## config.mk

```make
export PLATFORM = sky130hd
export DESIGN_NAME = neuron_spike_scheduler_flat
export DESIGN_NICKNAME = d
export VERILOG_FILES = /design/src/rtl/neuron_spike_pkg.sv /design/src/rtl/neuron_spike_scheduler_if.sv /design/src/rtl/spike_word_packer.sv /design/src/rtl/neuron_spike_scheduler.sv /design/src/flat_wrapper.sv
export SDC_FILE = /design/constraint.sdc
export NUM_CORES = 1
export LEC_CHECK = 0
export BUFFER_PORTS_ARGS = -buffer_cell sky130_fd_sc_hd__buf_2
export CORE_ASPECT_RATIO = 1.1
export CORE_UTILIZATION = 55
export DETAILED_ROUTE_END_ITERATION = 8
export HOLD_SLACK_MARGIN = 0.06
export PLACE_DENSITY = 0.89
export SLEW_MARGIN = 10
export SYNTH_ARGS = -nofsm -noshare
export SYNTH_HDL_FRONTEND = slang
export SYNTH_SLANG_ARGS = --single-unit
export TNS_END_PERCENT = 20
```

## constraint.sdc

```tcl
create_clock -name wb_clk_i -period 4.02 [get_ports wb_clk_i]
set_input_delay 0.804 -clock wb_clk_i [delete_from_list [all_inputs] [get_ports wb_clk_i]]
set_output_delay 0.804 -clock wb_clk_i [all_outputs]
set_load 0.1 [all_outputs]
```

## src/rtl/neuron_spike_pkg.sv

```systemverilog
// neuron_spike_pkg
//   Shared definitions for the neuron spike scheduler: register word offsets
//   within the control window, CTRL/STATUS bit positions, the FSM state type
//   and the word-count helper used to size the spike-out buffer index.
package neuron_spike_pkg;

  localparam int unsigned WORD_BITS = 32;

  // Word offsets (byte offset >> 2) inside the control window
  localparam logic [5:0] OFF_CTRL      = 6'h00;  // 0x00
  localparam logic [5:0] OFF_STATUS    = 6'h01;  // 0x04
  localparam logic [5:0] OFF_TARGET    = 6'h02;  // 0x08
  localparam logic [5:0] OFF_DONE_CNT  = 6'h03;  // 0x0C
  localparam logic [5:0] OFF_SPIKE_CNT = 6'h04;  // 0x10

  localparam int unsigned CTRL_START  = 0;
  localparam int unsigned CTRL_AUTO   = 1;
  localparam int unsigned CTRL_IRQ_EN = 2;
  localparam int unsigned CTRL_ABORT  = 3;

  localparam int unsigned STAT_BUSY = 0;
  localparam int unsigned STAT_DONE = 1;

  typedef enum logic [1:0] {
    S_IDLE    = 2'd0,
    S_START   = 2'd1,
    S_COLLECT = 2'd2,
    S_DONE    = 2'd3
  } state_e;

  function automatic int unsigned words_for(input int unsigned neurons);
    return neurons / WORD_BITS;
  endfunction

endpackage

```

## src/rtl/neuron_spike_scheduler_if.sv

```systemverilog
// neuron_spike_scheduler_if
//   Wishbone slave bus bundle for the spike scheduler control window.
//   wbs_cyc_i/stb_i/we_i  cycle, strobe, write enable
//   wbs_sel_i[3:0]        byte lanes
//   wbs_adr_i[31:0]       byte address
//   wbs_dat_i[31:0]       write data
//   wbs_ack_o             one-cycle acknowledge
//   wbs_dat_o[31:0]       read data, valid with ack
//   Modports: master (host side), slave (scheduler side).
interface neuron_spike_scheduler_if;
  logic        wbs_cyc_i;
  logic        wbs_stb_i;
  logic        wbs_we_i;
  logic [3:0]  wbs_sel_i;
  logic [31:0] wbs_adr_i;
  logic [31:0] wbs_dat_i;
  logic        wbs_ack_o;
  logic [31:0] wbs_dat_o;

  modport master (
    output wbs_cyc_i, wbs_stb_i, wbs_we_i, wbs_sel_i, wbs_adr_i, wbs_dat_i,
    input  wbs_ack_o, wbs_dat_o
  );

  modport slave (
    input  wbs_cyc_i, wbs_stb_i, wbs_we_i, wbs_sel_i, wbs_adr_i, wbs_dat_i,
    output wbs_ack_o, wbs_dat_o
  );
endinterface

```

## src/rtl/spike_word_packer.sv

```systemverilog
// spike_word_packer
//   Packs a serial spike stream (neuron 0 first) into 32-bit words. Bit n of
//   the timestep lands in word n/32, bit n%32. A write strobe with the word
//   index and data is registered on the cycle after the 32nd bit of a word.
//   Ports:
//     clk, rst_n      clock, synchronous active-low reset
//     clr             synchronous clear (also drops a pending write)
//     bit_valid       a spike bit is accepted this cycle
//     bit_in          the accepted spike bit
//     wr_en           one-cycle buffer write strobe
//     wr_addr[AW-1:0] buffer word index
//     wr_data[31:0]   packed word
//     full            all NUM_NEURONS bits of the timestep accepted
//     last_wr         write strobe for the final word of the timestep
module spike_word_packer
  import neuron_spike_pkg::*;
#(
  parameter int unsigned NUM_NEURONS = 256,
  parameter int unsigned AW          = 3
) (
  input  logic                 clk,
  input  logic                 rst_n,
  input  logic                 clr,
  input  logic                 bit_valid,
  input  logic                 bit_in,
  output logic                 wr_en,
  output logic [AW-1:0]        wr_addr,
  output logic [WORD_BITS-1:0] wr_data,
  output logic                 full,
  output logic                 last_wr
);

  localparam int unsigned CW        = $clog2(NUM_NEURONS) + 1;
  localparam int unsigned NUM_WORDS = words_for(NUM_NEURONS);

  logic [CW-1:0]        bit_cnt;
  logic [WORD_BITS-1:0] shreg;

  // Right shift: the first bit of a word ends up in bit 0 after 32 shifts.
  always_ff @(posedge clk) begin
    if (!rst_n || clr) begin
      bit_cnt <= '0;
      shreg   <= '0;
      wr_en   <= 1'b0;
      wr_addr <= '0;
      wr_data <= '0;
    end else begin
      wr_en <= 1'b0;
      if (bit_valid && !full) begin
        shreg   <= {bit_in, shreg[WORD_BITS-1:1]};
        bit_cnt <= bit_cnt + CW'(1);
        if (bit_cnt[4:0] == 5'd31) begin
          wr_en   <= 1'b1;
          wr_addr <= AW'(bit_cnt >> 5);
          wr_data <= {bit_in, shreg[WORD_BITS-1:1]};
        end
      end
    end
  end

  assign full    = (bit_cnt == CW'(NUM_NEURONS));
  assign last_wr = wr_en && (wr_addr == AW'(NUM_WORDS - 1));

endmodule

```

## src/rtl/neuron_spike_scheduler.sv

```systemverilog
// neuron_spike_scheduler
//   Timestep sequencer for the neuron core spike output path. The host starts
//   a run through a 5-register Wishbone window; each timestep pulses the core,
//   packs its serial spike stream into 32-bit words and writes them into the
//   spike-out buffer. Completion is flagged in STATUS.done and on irq_o.
//   Optional feature macro: SPIKE_COUNT_EN (per-step spike counter at 0x10).
//   Ports:
//     wb_clk_i, wb_rst_n_i   clock, synchronous active-low reset
//     wbs                    Wishbone slave bundle (neuron_spike_scheduler_if)
//     step_start_o           one-cycle pulse, core begins a timestep
//     spike_valid_i/spike_i  serial spike stream from the core
//     spike_ready_o          spike bit accepted when valid & ready
//     spike_wr_en_o/addr/data  buffer write port
//     irq_o                  STATUS.done & CTRL.irq_en
module neuron_spike_scheduler
  import neuron_spike_pkg::*;
#(
  parameter logic [31:0] BASE_ADDR   = 32'h3000_3000,
  parameter int unsigned NUM_NEURONS = 256
) (
  input  logic                                        wb_clk_i,
  input  logic                                        wb_rst_n_i,
  neuron_spike_scheduler_if.slave                     wbs,
  output logic                                        step_start_o,
  input  logic                                        spike_valid_i,
  input  logic                                        spike_i,
  output logic                                        spike_ready_o,
  output logic                                        spike_wr_en_o,
  output logic [$clog2(NUM_NEURONS/WORD_BITS)-1:0]    spike_wr_addr_o,
  output logic [31:0]                                 spike_wr_data_o,
  output logic                                        irq_o
);

  localparam int unsigned NUM_WORDS = words_for(NUM_NEURONS);
  localparam int unsigned AW        = $clog2(NUM_WORDS);

  state_e      state, state_nx;
  logic        ctrl_auto, ctrl_irq_en, stat_done, ack_q;
  logic [15:0] target, done_cnt;
  logic [31:0] dat_q, rd_data, spike_cnt_rd;
  logic        pk_clr, pk_full, pk_last_wr, cnt_inc, done_set, keep_going;

  // Window is 256 bytes; offsets past the five registers ack and read 0.
  logic       in_win, req, bus_wr, ctrl_wr, start_req, abort_req, start_accept;
  logic [5:0] off;
  logic       unused_bus;

  assign off       = wbs.wbs_adr_i[7:2];
  assign in_win    = (wbs.wbs_adr_i[31:8] == BASE_ADDR[31:8]);
  assign req       = wbs.wbs_cyc_i && wbs.wbs_stb_i && in_win && !ack_q;
  assign bus_wr    = req && wbs.wbs_we_i;
  assign ctrl_wr   = bus_wr && (off == OFF_CTRL) && wbs.wbs_sel_i[0];
  assign start_req = ctrl_wr && wbs.wbs_dat_i[CTRL_START];
  assign abort_req = ctrl_wr && wbs.wbs_dat_i[CTRL_ABORT];
  assign start_accept = (state == S_IDLE) && start_req && !abort_req;
  assign unused_bus = ^{wbs.wbs_adr_i[1:0], wbs.wbs_dat_i[31:16], wbs.wbs_sel_i[3:2]};

  assign keep_going = ctrl_auto &&
                      ((target == 16'd0) || (({1'b0, done_cnt} + 17'd1) < {1'b0, target}));

  // FSM: state register
  always_ff @(posedge wb_clk_i) begin
    if (!wb_rst_n_i) state <= S_IDLE;
    else             state <= state_nx;
  end

  // FSM: next state (abort overrides every transition)
  always_comb begin
    state_nx = state;
    unique case (state)
      S_IDLE:    if (start_req) state_nx = S_START;
      S_START:   state_nx = S_COLLECT;
      S_COLLECT: if (pk_last_wr) state_nx = S_DONE;
      S_DONE:    state_nx = keep_going ? S_START : S_IDLE;
      default:   state_nx = S_IDLE;
    endcase
    if (abort_req) state_nx = S_IDLE;
  end

  // FSM: outputs
  always_comb begin
    step_start_o  = 1'b0;
    spike_ready_o = 1'b0;
    pk_clr        = abort_req;
    cnt_inc       = 1'b0;
    done_set      = 1'b0;
    unique case (state)
      S_START: begin
        step_start_o = 1'b1;
        pk_clr       = 1'b1;
      end
      S_COLLECT: spike_ready_o = !pk_full;
      S_DONE: begin
        cnt_inc  = !abort_req;
        done_set = !abort_req && !keep_going;
      end
      default: ;
    endcase
  end

  spike_word_packer #(
    .NUM_NEURONS (NUM_NEURONS),
    .AW          (AW)
  ) u_packer (
    .clk       (wb_clk_i),
    .rst_n     (wb_rst_n_i),
    .clr       (pk_clr),
    .bit_valid (spike_valid_i && spike_ready_o),
    .bit_in    (spike_i),
    .wr_en     (spike_wr_en_o),
    .wr_addr   (spike_wr_addr_o),
    .wr_data   (spike_wr_data_o),
    .full      (pk_full),
    .last_wr   (pk_last_wr)
  );

`ifdef SPIKE_COUNT_EN
  localparam int unsigned SCW = $clog2(NUM_NEURONS) + 1;
  logic [SCW-1:0] spike_acc, spike_cnt;

  always_ff @(posedge wb_clk_i) begin
    if (!wb_rst_n_i) begin
      spike_acc <= '0;
      spike_cnt <= '0;
    end else begin
      if (state == S_START)
        spike_acc <= '0;
      else if (spike_valid_i && spike_ready_o && spike_i)
        spike_acc <= spike_acc + SCW'(1);
      if ((state == S_DONE) && !abort_req)
        spike_cnt <= spike_acc;
    end
  end

  assign spike_cnt_rd = 32'(spike_cnt);
`else
  assign spike_cnt_rd = '0;
`endif

  always_comb begin
    rd_data = '0;
    unique case (off)
      OFF_CTRL: begin
        rd_data[CTRL_AUTO]   = ctrl_auto;
        rd_data[CTRL_IRQ_EN] = ctrl_irq_en;
      end
      OFF_STATUS: begin
        rd_data[STAT_BUSY] = (state != S_IDLE);
        rd_data[STAT_DONE] = stat_done;
      end
      OFF_TARGET:    rd_data = {16'd0, target};
      OFF_DONE_CNT:  rd_data = {16'd0, done_cnt};
      OFF_SPIKE_CNT: rd_data = spike_cnt_rd;
      default:       rd_data = '0;
    endcase
  end

  // The FSM reads ctrl_auto before this edge's write lands, so a CTRL write
  // coinciding with DONE only affects the next decision.
  always_ff @(posedge wb_clk_i) begin
    if (!wb_rst_n_i) begin
      ack_q       <= 1'b0;
      dat_q       <= '0;
      ctrl_auto   <= 1'b0;
      ctrl_irq_en <= 1'b0;
      target      <= '0;
      done_cnt    <= '0;
      stat_done   <= 1'b0;
    end else begin
      ack_q <= req;
      dat_q <= (req && !wbs.wbs_we_i) ? rd_data : '0;
      if (ctrl_wr) begin
        ctrl_auto   <= wbs.wbs_dat_i[CTRL_AUTO];
        ctrl_irq_en <= wbs.wbs_dat_i[CTRL_IRQ_EN];
      end
      if (bus_wr && (off == OFF_TARGET)) begin
        if (wbs.wbs_sel_i[0]) target[7:0]  <= wbs.wbs_dat_i[7:0];
        if (wbs.wbs_sel_i[1]) target[15:8] <= wbs.wbs_dat_i[15:8];
      end
      if (start_accept)
        done_cnt <= '0;
      else if (cnt_inc && (done_cnt != '1))
        done_cnt <= done_cnt + 16'd1;
      if (done_set)
        stat_done <= 1'b1;
      else if (bus_wr && (off == OFF_STATUS) && wbs.wbs_sel_i[0] && wbs.wbs_dat_i[STAT_DONE])
        stat_done <= 1'b0;
    end
  end

  assign wbs.wbs_ack_o = ack_q;
  assign wbs.wbs_dat_o = dat_q;
  assign irq_o         = stat_done && ctrl_irq_en;

endmodule

```

## src/flat_wrapper.sv

```systemverilog
// flat-port wrapper written by rule: the top's interface ports become plain ports
module neuron_spike_scheduler_flat import neuron_spike_pkg::*;
#(
  parameter logic [31:0] BASE_ADDR   = 32'h3000_3000,
  parameter int unsigned NUM_NEURONS = 256
)
  (wb_clk_i, wb_rst_n_i, step_start_o, spike_valid_i, spike_i, spike_ready_o, spike_wr_en_o, spike_wr_addr_o, spike_wr_data_o, irq_o, wbs_wbs_cyc_i, wbs_wbs_stb_i, wbs_wbs_we_i, wbs_wbs_sel_i, wbs_wbs_adr_i, wbs_wbs_dat_i, wbs_wbs_ack_o, wbs_wbs_dat_o);
  neuron_spike_scheduler_if wbs_i ();
  input  logic wb_clk_i;
  input  logic wb_rst_n_i;
  output logic step_start_o;
  input  logic spike_valid_i;
  input  logic spike_i;
  output logic spike_ready_o;
  output logic spike_wr_en_o;
  output logic [$clog2(NUM_NEURONS/WORD_BITS)-1:0] spike_wr_addr_o;
  output logic [31:0] spike_wr_data_o;
  output logic irq_o;
  input wire logic [$bits(wbs_i.wbs_cyc_i)-1:0] wbs_wbs_cyc_i;
  input wire logic [$bits(wbs_i.wbs_stb_i)-1:0] wbs_wbs_stb_i;
  input wire logic [$bits(wbs_i.wbs_we_i)-1:0] wbs_wbs_we_i;
  input wire logic [$bits(wbs_i.wbs_sel_i)-1:0] wbs_wbs_sel_i;
  input wire logic [$bits(wbs_i.wbs_adr_i)-1:0] wbs_wbs_adr_i;
  input wire logic [$bits(wbs_i.wbs_dat_i)-1:0] wbs_wbs_dat_i;
  output wire logic [$bits(wbs_i.wbs_ack_o)-1:0] wbs_wbs_ack_o;
  output wire logic [$bits(wbs_i.wbs_dat_o)-1:0] wbs_wbs_dat_o;
  assign wbs_i.wbs_cyc_i = wbs_wbs_cyc_i;
  assign wbs_i.wbs_stb_i = wbs_wbs_stb_i;
  assign wbs_i.wbs_we_i = wbs_wbs_we_i;
  assign wbs_i.wbs_sel_i = wbs_wbs_sel_i;
  assign wbs_i.wbs_adr_i = wbs_wbs_adr_i;
  assign wbs_i.wbs_dat_i = wbs_wbs_dat_i;
  assign wbs_wbs_ack_o = wbs_i.wbs_ack_o;
  assign wbs_wbs_dat_o = wbs_i.wbs_dat_o;
  neuron_spike_scheduler #(.BASE_ADDR(BASE_ADDR), .NUM_NEURONS(NUM_NEURONS)) u_core (.wb_clk_i(wb_clk_i), .wb_rst_n_i(wb_rst_n_i), .wbs(wbs_i), .step_start_o(step_start_o), .spike_valid_i(spike_valid_i), .spike_i(spike_i), .spike_ready_o(spike_ready_o), .spike_wr_en_o(spike_wr_en_o), .spike_wr_addr_o(spike_wr_addr_o), .spike_wr_data_o(spike_wr_data_o), .irq_o(irq_o));
endmodule
```

* Yosys cells after proc, flatten, opt, wreduce, memory -nomap -nowiden
Cells that the tools add are included.
** Storage, ports and cells
- Logic and storage cells :: 92
- Register bits after elaboration :: 147
- Bits of input ports :: 75
** Operators by class
- Eq/ne operators :: 13
- Reductions and logical operators :: 43
- Muxes and demuxes :: 16
- Bitwise gates (word level) :: 2
- Add/sub/neg operators :: 3
- Magnitude comparators :: 1
** Operators with widths (count)
- 13-bit one-hot mux with 2 select lines :: 1
- 24-bit by 22-bit == test with 1-bit output, second input constant :: 1
- 1-bit logical AND :: 22
- 16-bit by 1-bit adder with 17-bit output, second input constant :: 1
- 17-bit by 16-bit less-than comparator with 1-bit output :: 1
- 16-bit by 1-bit adder with 16-bit output, second input constant :: 1
- 16-bit zero test :: 1
- 16-bit != test, second input constant :: 1
- 6-bit by 2-bit == test with 1-bit output, second input constant :: 2
- 2-bit AND reduction :: 5
- 9-bit by 1-bit adder with 9-bit output, second input constant :: 1
- 9-bit == test, second input constant :: 1
- 1-bit 2-to-1 mux :: 9
- 2-bit one-hot mux with 4 select lines :: 1
- 6-bit by 1-bit == test with 1-bit output, second input constant :: 1
- 1-bit zero test :: 6
- 6-bit zero test :: 1
- 1-bit one-hot mux with 3 select lines :: 2
- 2-bit OR reduction :: 3
- 5-bit == test, second input constant :: 1
- 2-bit == test, second input constant :: 2
- 2-bit 2-to-1 mux :: 2
- 2-bit by 1-bit != test with 1-bit output, second input constant :: 2
- 1-bit one-hot mux with 4 select lines :: 1
- other kinds (6) :: 9

* Depth between registers and ports, before layout
- Depth after elaboration :: 11
- Gate-level depth with buffers :: 13
- Mapped depth without buffers :: 12

* Cells and area by module
From an unflattened synthesis, not the netlist that was laid out.
** Second synthesis, totals
- Cells, all modules :: 670
- Area total of the unflattened synthesis :: 6072.1 um^2
** Modules (own cells, without submodules)
- neuron_spike_scheduler :: sequential area each 1081.0 um^2, times used 1, cells an instance 388, area each 3193.1 um^2
- spike_word_packer :: sequential area each 1521.5 um^2, times used 1, cells an instance 282, area each 2879.0 um^2

* Worst setup path before layout
No wires, ideal clock.
- Kind :: reg2reg
- Start point :: reg u_core.done_cnt[0]
- End point :: reg u_core.stat_done
- Slack :: 1.262 ns
- Cell stages (with the launch flop) :: 14
- Data arrival time :: 2.643 ns
- Setup time :: 0.115 ns
- Period minus slack after synthesis :: 2.758 ns
- Cells stage by stage :: dfxtp_1 -> ha_1 -> nand3_1 -> or2_1 -> clkbuf_1 -> or2_2 -> xnor2_1 -> ha_1 -> a21o_1 -> a21oi_1 -> o31ai_1 -> a211oi_1 -> nor3_1 -> o21a_1
** Between the ends
- Cells in the longest elaborated chain, start to end :: 8
- Elaborated cells between the ends (all ways) :: 9
- Those cells by class :: add/sub (1); order compare (1); mux (2); reduce/logical (5)
** RTL lines
- start: declaration :: line neuron_spike_scheduler.sv:39 : logic [15:0] target, done_cnt;
- start signal: assignment :: line neuron_spike_scheduler.sv:183 : done_cnt <= done_cnt + 16'd1;
- 16-bit by 1-bit adder with 17-bit output (*) :: line neuron_spike_scheduler.sv:59 : ((target == 16'd0) || (({1'b0, done_cnt} + 17'd1) < {1'b0, target}));
- 17-bit by 16-bit less-than comparator with 1-bit output (*) :: line neuron_spike_scheduler.sv:59
- 1-bit logical OR (*) :: line neuron_spike_scheduler.sv:59
- 1-bit logical AND (*) :: line neuron_spike_scheduler.sv:58 : assign keep_going = ctrl_auto &&
- 1-bit zero test (*) :: line neuron_spike_scheduler.sv:95 : done_set = !abort_req && !keep_going;
- 1-bit logical AND (*) :: line neuron_spike_scheduler.sv:95
- 1-bit 2-to-1 mux (*) :: line neuron_spike_scheduler.sv:87 : unique case (state)
- 1-bit 2-to-1 mux / 2-bit nonzero test (equally long branches)
- end signal: assignment :: line neuron_spike_scheduler.sv:168 : stat_done <= 1'b0;
- end signal: assignment :: line neuron_spike_scheduler.sv:185 : stat_done <= 1'b1;
- end signal: assignment :: line neuron_spike_scheduler.sv:187 : stat_done <= 1'b0;
- end: declaration :: line neuron_spike_scheduler.sv:38 : logic ctrl_auto, ctrl_irq_en, stat_done, ack_q;
Mark *: on every way between the ends. The rest lies on a longest branch, timed or not.
A chain may end at the register's enable or synchronous reset.

* Final worst setup path
- Start point :: reg u_core.done_cnt[0]
- End point :: reg u_core.state[0]
** Between the ends
- Cells in the longest elaborated chain, start to end :: 6
** RTL lines
- 16-bit by 1-bit adder with 17-bit output :: line neuron_spike_scheduler.sv:59
- 17-bit by 16-bit less-than comparator with 1-bit output :: line neuron_spike_scheduler.sv:59
- 1-bit logical OR :: line neuron_spike_scheduler.sv:59
- 1-bit logical AND :: line neuron_spike_scheduler.sv:58
- 1-bit 2-to-1 mux :: line neuron_spike_scheduler.sv:74 : S_DONE: state_nx = keep_going ? S_START : S_IDLE;
- 2-bit one-hot mux with 4 select lines :: line neuron_spike_scheduler.sv:70 : unique case (state)
- end signal: assignment :: line neuron_spike_scheduler.sv:64 : else state <= state_nx;
- end: declaration :: line neuron_spike_scheduler.sv:37 : state_e state, state_nx;
No other way between the ends.

==> results_dict.tcl <==
set metrics [dict create \
    power.total_w 0.003112 \
    detail_route.wirelength_um 13470 \
    detailedRoute.firstPassIterationCount 5 \
    powerDensity_nw_per_um2 427.6 \
    post_drt_wl_per_cell_um 14.05 \
    hold_depth 2 \
    timing.final.max_slew_violations 0 \
    grt_pass1_vias 4923 \
    cts_hold_repair.buffers 0 \
    dominantRegCellSynth "sky130_fd_sc_hd__dfxtp_1" \
    drt-initial-drc-count 243 \
    power.ir.vdd_worst_mv 0.4009 \
    remaining_drc_errors 0 \
    p_r_area_growth_vs_syn_pct 19.32 \
    dpl-instance-area_sq_um 6628 \
    num-fill-cells 799 \
    synthesis.instances 707 \
    fin_worst_hold_slack_ns 0.4598 \
    max-slew-margin-rel_pct 43.45 \
    syn_area_sq_um 6101 \
    synth.avg_cell_area_sq_um 8.629 \
    setup.worst_path.class "reg -> reg" \
    ys_ff_latch 130 \
    diodes 0 \
    die_height_um 112.5 \
    routed_via_density 5.363 \
    clock_skew_ns 0.01034 \
    number_of_buffers_inserted_to_repair_setup_after_cts 0 \
    final_period_minus_worst_setup_slack_ns 3.300 \
    postLayoutSetupSlackWorst_ns 0.7199 \
    timing.reg2reg.worst_path_depth 11 \
    grt_antenna_before_repair 0 \
    die-area_sq_um 11520 \
    deepest_level_of_the_cts_h_tree 4 \
    drive_gt1_share_pct 26.35 \
    nNetsFinal 902 \
    cts-root-to-sink-buffers 2 \
    timing.critical_path.required_ns 4.36 \
    async_reset_ff_share_pct 0 \
    place.port_buffers 110 \
    pin_count_of_the_biggest_net_entering_global_routing 77 \
    floorplan.core_area_sq_um 10590 \
    total_via_count_in_the_routed_design 5143 \
    die-width_um 102.4 \
    multiInputGateArea_sq_um 3141 \
    global_route_wire_length_before_repair_um 22450 \
    worstSetupEndpointType "flop" \
    global_route.usage.total_pct 24.76 \
    ys_seq_area_share_pct 42.66 \
    synth_cell_types 57 \
    final_antenna_net_count 0 \
    clock_latency_ns 0.41 \
    critical_path.reg2reg.endpoint "u_core.state[0]" \
    max_cap_violations 0 \
    setup_viol 0 \
    synth_enable_flop_cells 0 \
    place_ws_ns 0.7675 \
    critPathLaunchType "flop" \
    globalRoute.totalOverflow 0 \
    design.portCount 147 \
    transition_time_at_the_pin_with_the_least_slew_margin_ns 0.8482 \
    post_cts_resized 0 \
    r2r_setup_slack_ns 0.72 \
    hold_class "reg -> reg" \
    place.detailed.hpwl_um 8923 \
    finalSetupTns_ns 0 \
    clk_pin_slew_ns 0.06 \
    layout.area.seq_sq_um 2603 \
    holdCritStartpoint "u_core.u_packer.wr_data[0]" \
    cts-root-buf "sky130_fd_sc_hd__clkbuf_16" \
    rows 39 \
    yosysWarningCount 0 \
    regToRegStartpoint "u_core.done_cnt[0]" \
    p_leak_nw 2.730 \
    final_cell_area_sq_um 7279 \
    final_hold_viol_count 0 \
    cts_num_sinks 130 \
    unrepaired_setup_endpoints_after_global_routing "no" \
    max_freq_mhz 303.0 \
    initial_core_util_pct 57.62 \
    tritoncts "done" \
    run_status "finished, final reports clean" \
    critPathMaxFanout 6 \
    cts-buffers-inserted 17 \
    gpl.final_weighted_congestion 0.8627 \
    whs_endpoint "u_core.u_packer.wr_data[0]" \
    crit_arrival_ns 3.64 \
    final.period_utilization_pct 82.09 \
]
-- cells in the final DEF (no fill, tap or decap), types with 19 or more instances in the layout --
master	netlist	layout
sky130_fd_sc_hd__a21oi_2	29	29
sky130_fd_sc_hd__ha_1	23	23
sky130_fd_sc_hd__mux2i_1	20	20
sky130_fd_sc_hd__nor2_1	50	50
sky130_fd_sc_hd__dfxtp_1	130	130
sky130_fd_sc_hd__buf_2	12	110
sky130_fd_sc_hd__inv_1	24	24
sky130_fd_sc_hd__a21oi_1	45	45
sky130_fd_sc_hd__xnor2_1	29	29
sky130_fd_sc_hd__nand2_2	29	29
sky130_fd_sc_hd__nand2_1	130	130
sky130_fd_sc_hd__nor2b_1	19	19
-- synth_stat cells (2+ instances only) --
cell / number / area (sq um)
sky130_fd_sc_hd__a21o_1: 4 / 30.03
sky130_fd_sc_hd__a21oi_1: 45 / 225.2
sky130_fd_sc_hd__a21oi_2: 29 / 254.0
sky130_fd_sc_hd__a221oi_1: 2 / 17.52
sky130_fd_sc_hd__a22oi_1: 14 / 105.1
sky130_fd_sc_hd__a31oi_1: 3 / 18.77
sky130_fd_sc_hd__and2_1: 4 / 25.02
sky130_fd_sc_hd__and3_1: 7 / 43.79
sky130_fd_sc_hd__and4_1: 4 / 35.03
sky130_fd_sc_hd__buf_1: 7 / 26.28
sky130_fd_sc_hd__buf_2: 12 / 60.06
sky130_fd_sc_hd__buf_4: 17 / 127.6
sky130_fd_sc_hd__buf_8: 3 / 45.04
sky130_fd_sc_hd__clkbuf_1: 13 / 48.80
sky130_fd_sc_hd__dfxtp_1: 130 / 2603
sky130_fd_sc_hd__ha_1: 23 / 287.8
sky130_fd_sc_hd__inv_1: 24 / 90.09
sky130_fd_sc_hd__mux2i_1: 20 / 200.2
sky130_fd_sc_hd__nand2_1: 130 / 488.0
sky130_fd_sc_hd__nand2_2: 29 / 181.4
sky130_fd_sc_hd__nand2b_1: 2 / 12.51
sky130_fd_sc_hd__nand3_1: 9 / 45.04
sky130_fd_sc_hd__nand3b_1: 2 / 15.01
sky130_fd_sc_hd__nand4_1: 9 / 56.30
sky130_fd_sc_hd__nor2_1: 50 / 187.7
sky130_fd_sc_hd__nor2b_1: 19 / 118.9
sky130_fd_sc_hd__nor3_1: 13 / 65.06
sky130_fd_sc_hd__nor3b_1: 3 / 22.52
sky130_fd_sc_hd__nor4_1: 10 / 62.56
sky130_fd_sc_hd__nor4b_1: 2 / 17.52
sky130_fd_sc_hd__o211ai_1: 2 / 15.01
sky130_fd_sc_hd__o21a_1: 2 / 15.01
sky130_fd_sc_hd__o21ai_0: 4 / 20.02
sky130_fd_sc_hd__or2_2: 2 / 12.51
sky130_fd_sc_hd__or3_1: 3 / 18.77
sky130_fd_sc_hd__xnor2_1: 29 / 254.0
sky130_fd_sc_hd__xor2_1: 6 / 52.55
-- report_power, final --
group | leakage (nW) | internal (W) | switching [W] | total [W]
Sequential | 1.05 | 0.00129 | 0.000000000000143 | 0.00129
Clock | 0.311 | 0.00111 | 0.000590 | 0.00170
Combinational | 1.37 | 0.0000275 | 0.0000997 | 0.000127
Total | 2.73 | 0.00242 | 0.000690 | 0.00311
-- per-stage QoR --
step | instances | util (%)
4_1_cts | 959 | 68.75
6_report | 959 | 68.75
5_1_grt | 959 | 68.75
3_3_place_gp | 928 | 62.59
3_5_place_dp | 928 | 62.59
2_1_floorplan | 722 | -
-- cell families after synthesis --
| kind of cell | after synthesis | synth area share [%] |
|---|---|---|
| mux | 21 | 3.466 |
| compound gates | 113 | 12.67 |
| xor+xnor | 35 | 5.025 |
| buf+inv | 78 | 6.788 |
| flops | 130 | 42.66 |
| simple gates | 306 | 24.61 |
| other cells | 1 | 0.06147 |
| fa+ha+maj | 23 | 4.717 |
-- worst max-delay path by stage --
stage / startpoint / endpoint / slack, ns / cells past startpoint
after floorplan: u_core.done_cnt[0] / u_core.stat_done / 1.26 / 13
after global placement: u_core.done_cnt[0] / u_core.state[0] / 0.81 / 11
after detailed placement: u_core.done_cnt[0] / u_core.state[0] / 0.77 / 11
after CTS: u_core.done_cnt[0] / u_core.state[0] / 0.76 / 11
after global routing: u_core.done_cnt[0] / u_core.state[0] / 0.59 / 11
final: u_core.done_cnt[0] / u_core.state[0] / 0.72 / 11
-- registers in the layout, summed over array words and instances (netlist names), 2 cells and up --
register                 count
u_core.done_cnt             16
u_core.u_packer.shreg       31
u_core.u_packer.wr_addr      3
u_core.u_packer.bit_cnt      9
u_core.state                 2
u_core.u_packer.wr_data     32
u_core.wbs.wbs_dat_o        16
u_core.target               16
-- critical path, cell delays in order (launching register included) --
cell                       delay [ns]
sky130_fd_sc_hd__dfxtp_1         0.44
sky130_fd_sc_hd__ha_1            0.24
sky130_fd_sc_hd__nand3_1         0.16
sky130_fd_sc_hd__or3_1           0.49
sky130_fd_sc_hd__xnor2_1         0.16
sky130_fd_sc_hd__ha_1            0.31
sky130_fd_sc_hd__and4_1          0.23
sky130_fd_sc_hd__a221oi_1        0.28
sky130_fd_sc_hd__o21ai_0         0.16
sky130_fd_sc_hd__a211oi_1        0.41
sky130_fd_sc_hd__o21ai_0         0.17
sky130_fd_sc_hd__a31oi_1         0.19
-- layer usage --
layer	up-vias	GRT usage, %	wire length [um]
li1	2538	-	-
met1	2373	28.58	5647
met2	193	40.89	6542
met3	39	7.472	848
met4	0	12.57	433
met5	-	0	0
-- cell type report --
class | instances | area share, %
clock buffers | 17 | 5.844
clock inverters | 14 | 3.111
inverters | 24 | 1.238
multi-input cells | 514 | 43.14
flip-flops and latches | 130 | 35.75
well taps | 143 | 2.458
repair buffers | 117 | 8.457
No activity file was read; power rests on OpenSTA's default activity.
